File: src/rtl/lcd_time_monitor.sv
// rtl/lcd_time_monitor.sv - seven-segment clock display reader, decoder and sequence checker
// Optional: define LCD_MON_BLANK_EN to accept a blank (7'h00) tens digit as zero.
module lcd_time_monitor #(
  parameter int ERR_W   = 8,
  parameter int HRS_MOD = 12
) (
  input  logic             clk,
  input  logic             rst,
  input  logic             en,
  input  logic             hold,
  input  logic [6:0]       S1disp,
  input  logic [6:0]       S0disp,
  input  logic [6:0]       M1disp,
  input  logic [6:0]       M0disp,
  input  logic [6:0]       H1disp,
  input  logic [6:0]       H0disp,
  input  logic             AMorPM,
  output logic [6:0]       sec,
  output logic [6:0]       min,
  output logic [6:0]       hrs,
  output logic             pm,
  output logic             valid,
  output logic             err_seg,
  output logic             err_seq,
  output logic [ERR_W-1:0] err_cnt,
  output logic             locked
);

  localparam logic UNLOCKED = 1'b0;
  localparam logic LOCKED   = 1'b1;

  localparam logic [6:0] HRS_LIM = 7'(HRS_MOD);
  localparam logic [6:0] SIXTY   = 7'd60;

`ifdef LCD_MON_BLANK_EN
  localparam logic BLANK_OK = 1'b1;
`else
  localparam logic BLANK_OK = 1'b0;
`endif

  // Returns {legal, digit}; anything outside the ten glyphs is illegal.
  function automatic logic [4:0] seg_dec(input logic [6:0] p);
    case (p)
      7'h3F:   return {1'b1, 4'd0};
      7'h06:   return {1'b1, 4'd1};
      7'h5B:   return {1'b1, 4'd2};
      7'h4F:   return {1'b1, 4'd3};
      7'h66:   return {1'b1, 4'd4};
      7'h6D:   return {1'b1, 4'd5};
      7'h7D:   return {1'b1, 4'd6};
      7'h07:   return {1'b1, 4'd7};
      7'h7F:   return {1'b1, 4'd8};
      7'h6F:   return {1'b1, 4'd9};
      default: return 5'd0;
    endcase
  endfunction

  function automatic logic [6:0] field(input logic [3:0] t, input logic [3:0] o);
    return ({3'b000, t} * 7'd10) + {3'b000, o};
  endfunction

  logic       state;
  logic [4:0] d_s1, d_s0, d_m1, d_m0, d_h1, d_h0;
  logic [6:0] s_v, m_v, h_v;
  logic       legal;
  logic [6:0] nx_sec, nx_min, nx_hrs;
  logic       nx_pm;
  logic       match;
  logic [ERR_W-1:0] cnt_bump;

  // Only tens digits may be blank, and only when the feature is built in.
  assign d_s1 = (S1disp == 7'h00) ? {BLANK_OK, 4'd0} : seg_dec(S1disp);
  assign d_m1 = (M1disp == 7'h00) ? {BLANK_OK, 4'd0} : seg_dec(M1disp);
  assign d_h1 = (H1disp == 7'h00) ? {BLANK_OK, 4'd0} : seg_dec(H1disp);
  assign d_s0 = seg_dec(S0disp);
  assign d_m0 = seg_dec(M0disp);
  assign d_h0 = seg_dec(H0disp);

  assign s_v = field(d_s1[3:0], d_s0[3:0]);
  assign m_v = field(d_m1[3:0], d_m0[3:0]);
  assign h_v = field(d_h1[3:0], d_h0[3:0]);

  assign legal = d_s1[4] & d_s0[4] & d_m1[4] & d_m0[4] & d_h1[4] & d_h0[4] &
                 (s_v < SIXTY) & (m_v < SIXTY) & (h_v < HRS_LIM);

  always_comb begin
    nx_sec = sec + 7'd1;
    nx_min = min;
    nx_hrs = hrs;
    nx_pm  = pm;
    if (sec == 7'd59) begin
      nx_sec = 7'd0;
      if (min == 7'd59) begin
        nx_min = 7'd0;
        if (hrs == HRS_LIM - 7'd1) begin
          nx_hrs = 7'd0;
          nx_pm  = ~pm;
        end else begin
          nx_hrs = hrs + 7'd1;
        end
      end else begin
        nx_min = min + 7'd1;
      end
    end
  end

  assign match = (s_v == nx_sec) && (m_v == nx_min) && (h_v == nx_hrs) && (AMorPM == nx_pm);

  assign cnt_bump = (&err_cnt) ? err_cnt : err_cnt + ERR_W'(1);
  assign locked   = (state == LOCKED);

  always_ff @(posedge clk or negedge rst) begin
    if (!rst) begin
      state   <= UNLOCKED;
      sec     <= 7'd0;
      min     <= 7'd0;
      hrs     <= 7'd0;
      pm      <= 1'b0;
      valid   <= 1'b0;
      err_seg <= 1'b0;
      err_seq <= 1'b0;
      err_cnt <= '0;
    end else begin
      err_seg <= 1'b0;
      err_seq <= 1'b0;
      if (en) begin
        if (!legal) begin
          // Decoded fields keep the last legal time for debug visibility.
          err_seg <= 1'b1;
          valid   <= 1'b0;
          state   <= UNLOCKED;
          err_cnt <= cnt_bump;
        end else begin
          sec   <= s_v;
          min   <= m_v;
          hrs   <= h_v;
          pm    <= AMorPM;
          valid <= 1'b1;
          state <= LOCKED;
          if ((state == LOCKED) && !hold && !match) begin
            err_seq <= 1'b1;
            err_cnt <= cnt_bump;
          end
        end
      end
    end
  end

endmodule

File: config.mk
export PLATFORM = sky130hd
export DESIGN_NAME = lcd_time_monitor
export DESIGN_NICKNAME = d
export VERILOG_FILES = /design/src/rtl/lcd_time_monitor.sv
export SDC_FILE = /design/constraint.sdc
export NUM_CORES = 1
export LEC_CHECK = 0
export ABC_AREA = 1
export BUFFER_PORTS_ARGS = -buffer_cell sky130_fd_sc_hd__buf_2
export CELL_PAD_IN_SITES_DETAIL_PLACEMENT = 0
export CELL_PAD_IN_SITES_GLOBAL_PLACEMENT = 2
export CORE_MARGIN = 3
export CORE_UTILIZATION = 30
export DETAILED_ROUTE_END_ITERATION = 8
export MAX_ROUTING_LAYER = met4
export PLACE_DENSITY_LB_ADDON = 0.1
export REMOVE_ABC_BUFFERS = 1
export SLEW_MARGIN = 10
export SYNTH_ARGS = -nofsm -noshare
export SYNTH_HDL_FRONTEND = slang
export SYNTH_SLANG_ARGS = --single-unit
export TNS_END_PERCENT = 50
File: constraint.sdc
create_clock -name clk -period 3.25 [get_ports clk]
set_input_delay 0.1625 -clock clk [delete_from_list [all_inputs] [get_ports clk]]
set_output_delay 0.1625 -clock clk [all_outputs]
set_load 0.03 [all_outputs]
==> run_results.csv <==
group,metric,value,unit
run_status,status,"finished clean",
grt,grt_pass1_wl,22.48,mm
logic_synthesis,synth_cell_type_count,43,
clock_network,cts.reportedPaths.clkPinSlew,60,ps
power_and_ir_drop,ir_drop,304.6,µV
worst_hold_path,worstHoldStart,"AMorPM",
place,routabilityCongestion,0.8756,
setup_path,reg2reg_setup_slack,260,ps
clock_network,cts_root_buf,"clkbuf_16",
clock_network,worstSkewPairLatency,280,ps
grt,grt_pass1_vias,4876,
finish,syn2layout_area_growth,37.81,%
timing,setup_slack,62.73,ps
clock_network,cts_tree,"done",
setup_path,worst_r2r_path_depth,15,
floorplanning,die_w,127.4,µm
place,io_buffer_count,80,
drt,num_vias,5090,
logic_synthesis,syn_area_per_cell,6.055,µm²
clock_network,cts.sinks,33,
place,dp_hpwl,10.74,mm
floorplanning,die_area,16230,µm²
drt,ant_nets,0,
worst_hold_path,hp-class,"primary input to flip-flop",
logic_synthesis,synthCells,730,
floorplanning,die_h,127.4,µm
logic_synthesis,synth_top_cell_by_area,"dfrtp_1",
timing,min_period,3187,ps
logic_synthesis,ys_top_cells_by_area,"dfrtp_1, nand2_1, inv_1",
logic_synthesis,synth_ff_type,"dfrtp_1",
grt,grt_max_degree,34,
setup_path,required,3460,ps
timing,worst_pin_slew,810.2,ps
finish,drive_gt1_frac,0.3299,
drt,via_per_inst,4.779,
setup_path,cp_max_fo,8,
setup_path,critPathCapture,"err_cnt[1]",
place,dp_cells,1047,
floorplanning,ios,81,
setup_path,r2r-end,"err_cnt[1]",
timing,skew,9.694,ps
clock_network,h-tree-depth,2,
setup_path,startpoint,"M1disp[2]",
setup_path,critPathArrivalTime,3400,ps
setup_path,start_kind,"primary input",
drt,drtIter0Drc,194,
timing,grt_setup_unrepaired,"yes",
timing,fin_tns_setup,0,ps
floorplanning,rows,43,
finish,nFillCells,1503,
setup_path,r2r-start,"min[1]",
clock_network,clockBufferDepth,2,
power_and_ir_drop,power_density,238.1,nW/µm²
drt,dr.pass1.iters,4,
timing,setup-violations-final,0,
power_and_ir_drop,p_leak,3.399,nW
finish,final_cells,1065,
logic_synthesis,synth_area,4420,µm²
finish,utilization,0.4305,
drt,wl,13.32,mm
drt,drc_errors,0,
logic_synthesis,ys_async_sr_fraction,1.000,
setup_path,crit_path_end_kind,"flip-flop",
timing,drv_slew,0,
timing,hold_viol,0,
place,post-place-ws,-279.8,ps
floorplanning,start_util,0.3124,
finish,layout.nets,957,
grt,grt_remaining_overflow,0,
grt,grt_use_total,0.1692,
timing,slew_headroom,0.4599,
grt,antenna_found_initial,0,
finish,n_antenna_cell,0,
timing,fmax,0.3137,GHz
clock_network,numCtsBuffers,5,
logic_synthesis,yosys_register_bits,33,
timing,fin_crit_sh,0.9807,
drt,wire_per_inst,12.51,µm
logic_synthesis,synth_edf_count,0,
setup_path,crit_type,"primary input to flip-flop",
logic_synthesis,synth_top_area_frac,0.1868,
logic_synthesis,ys_warn_count,0,
floorplanning,core-area,14150,µm²
logic_synthesis,ys_seq_area_frac,0.1868,
job,cap_violations,0,
per-stage QoR:
| stage | cell area [µm²] | hold WS [ps] | total power [W] |
|---|---|---|---|
| finish | 6092 | 104.9 | 0.001451 |
| detailed placement | 5473 | 303.4 | 0.0008518 |
| global route | 6092 | 124.2 | 0.001540 |
| floorplan | 4344 | -133.1 | 0.0006928 |
| global placement | 5473 | 298.1 | 0.0008438 |
| CTS | 5655 | 100.9 | 0.001440 |
worst max-delay path, stage by stage:
cell     delay (ps)
buf_8           100
inv_4            50
nand2_2          40
nor2_2          110
nand3_2          80
a21oi_2         170
or2_4           150
ha_4            190
ha_4            150
inv_2            50
fa_2            450
nor2_2          140
nand4_1         140
nand4_1         150
nand2_2         100
nand2_2          90
nand2_1          50
nor2_1          110
nand4_1          90
nor2_1          170
nand4_1         120
nand2_2         190
nand2_8          90
nand3_4         110
nand2_1          70
nand2_1          60
worst min path at each step:
stage | end | slack [ps] | cells past startpoint
2_1_floorplan | err_cnt[0] | -130 | 0
3_3_place_gp | hrs[3] | 300 | 1
3_5_place_dp | hrs[1] | 300 | 1
4_1_cts | pm | 100 | 3
5_1_grt | pm | 120 | 3
6_report | pm | 100 | 3
repair_timing:
action,4_1_cts,5_1_grt
cloned,0,1
hold buffers,1,0
gates resized for setup,0,102
pin swaps,1,48
hold endpoints to repair,8,0
buffers inserted,0,8
setup endpoints to repair,3,33
cell type report:
class | count | area [µm²] | share of cell area
Tap cell | 180 | 225.2 | 0.03697
Clock inverter | 1 | 30.03 | 0.004929
Multi-Input combinational cell | 562 | 3359 | 0.5514
Sequential cell | 33 | 825.8 | 0.1356
Clock buffer | 7 | 142.6 | 0.02341
Inverter | 126 | 479.2 | 0.07866
Timing Repair Buffer | 156 | 1030 | 0.1690
registers in the layout, indices dropped and copies added (netlist names):
signal,flops
err_cnt,8
hrs,7
min,7
sec,7
err_seg,1
err_seq,1
locked,1
pm,1
routing by layer:
metal / wire length (µm) / part of all wire / global-route usage / vias up
met5: 0 / 0 / - / -
met1: 6403 / 0.48 / 0.2253 / 2334
li1: - / - / - / 2662
met3: 474 / 0.036 / 0.02634 / 10
met4: 123 / 0.0092 / 0.03091 / 0
met2: 6320 / 0.47 / 0.2753 / 84
placed cells by master (no fill, tap or decap), types with 3 or more instances in the layout:
cell type / instances
a21oi_1: 8
a21oi_2: 3
buf_2: 71
buf_4: 77
buf_6: 5
clkbuf_16: 5
dfrtp_1: 33
fa_1: 4
ha_1: 14
ha_4: 5
inv_1: 109
inv_2: 14
nand2_1: 182
nand2_2: 38
nand2_4: 8
nand3_1: 81
nand3_2: 8
nand3b_1: 3
nand4_1: 31
nor2_1: 66
nor2_2: 13
nor2_4: 4
nor3_1: 12
nor3_2: 5
nor4_1: 3
o21ai_0: 9
o21ai_1: 4
o21ai_2: 13
xnor2_1: 4
xor2_1: 17
power by group:
| part | internal [W] | total [W] | leakage, nW | switching, W |
|---|---|---|---|---|
| Sequential | 0.000439 | 0.000469 | 0.419 | 0.0000297 |
| Combinational | 0.000156 | 0.000409 | 2.90 | 0.000253 |
| Clock | 0.000384 | 0.000573 | 0.0841 | 0.000190 |
cell families (layout without fill, tap and decap cells):
| logic type | Yosys count | in the layout | synth area share |
|---|---|---|---|
| AND/OR/NAND/NOR | 464 | 465 | 0.4897 |
| buffers and inverters | 136 | 290 | 0.1245 |
| AO/OA/AOI/OAI | 48 | 48 | 0.07246 |
| flip-flops | 33 | 33 | 0.1868 |
| adder cells (fa/ha/maj) | 26 | 26 | 0.08208 |
| XOR/XNOR | 22 | 22 | 0.04359 |
| other | 1 | 1 | 0.0008483 |
Yosys cell counts, types with 4 or more instances:
| cell | number |
|---|---|
| nand2_4 | 4 |
| o21ai_0 | 11 |
| nor4_1 | 4 |
| nand3_1 | 87 |
| xnor2_1 | 5 |
| inv_1 | 118 |
| nand2_1 | 198 |
| inv_2 | 7 |
| a21oi_1 | 11 |
| nand2_2 | 26 |
| o21ai_2 | 13 |
| xor2_1 | 17 |
| nor3_1 | 17 |
| buf_6 | 4 |
| fa_1 | 5 |
| nor2_2 | 5 |
| dfrtp_1 | 33 |
| nand4_1 | 31 |
| nor2_1 | 76 |
| buf_2 | 4 |
| ha_1 | 21 |
No activity file was read; power rests on OpenSTA's default activity.
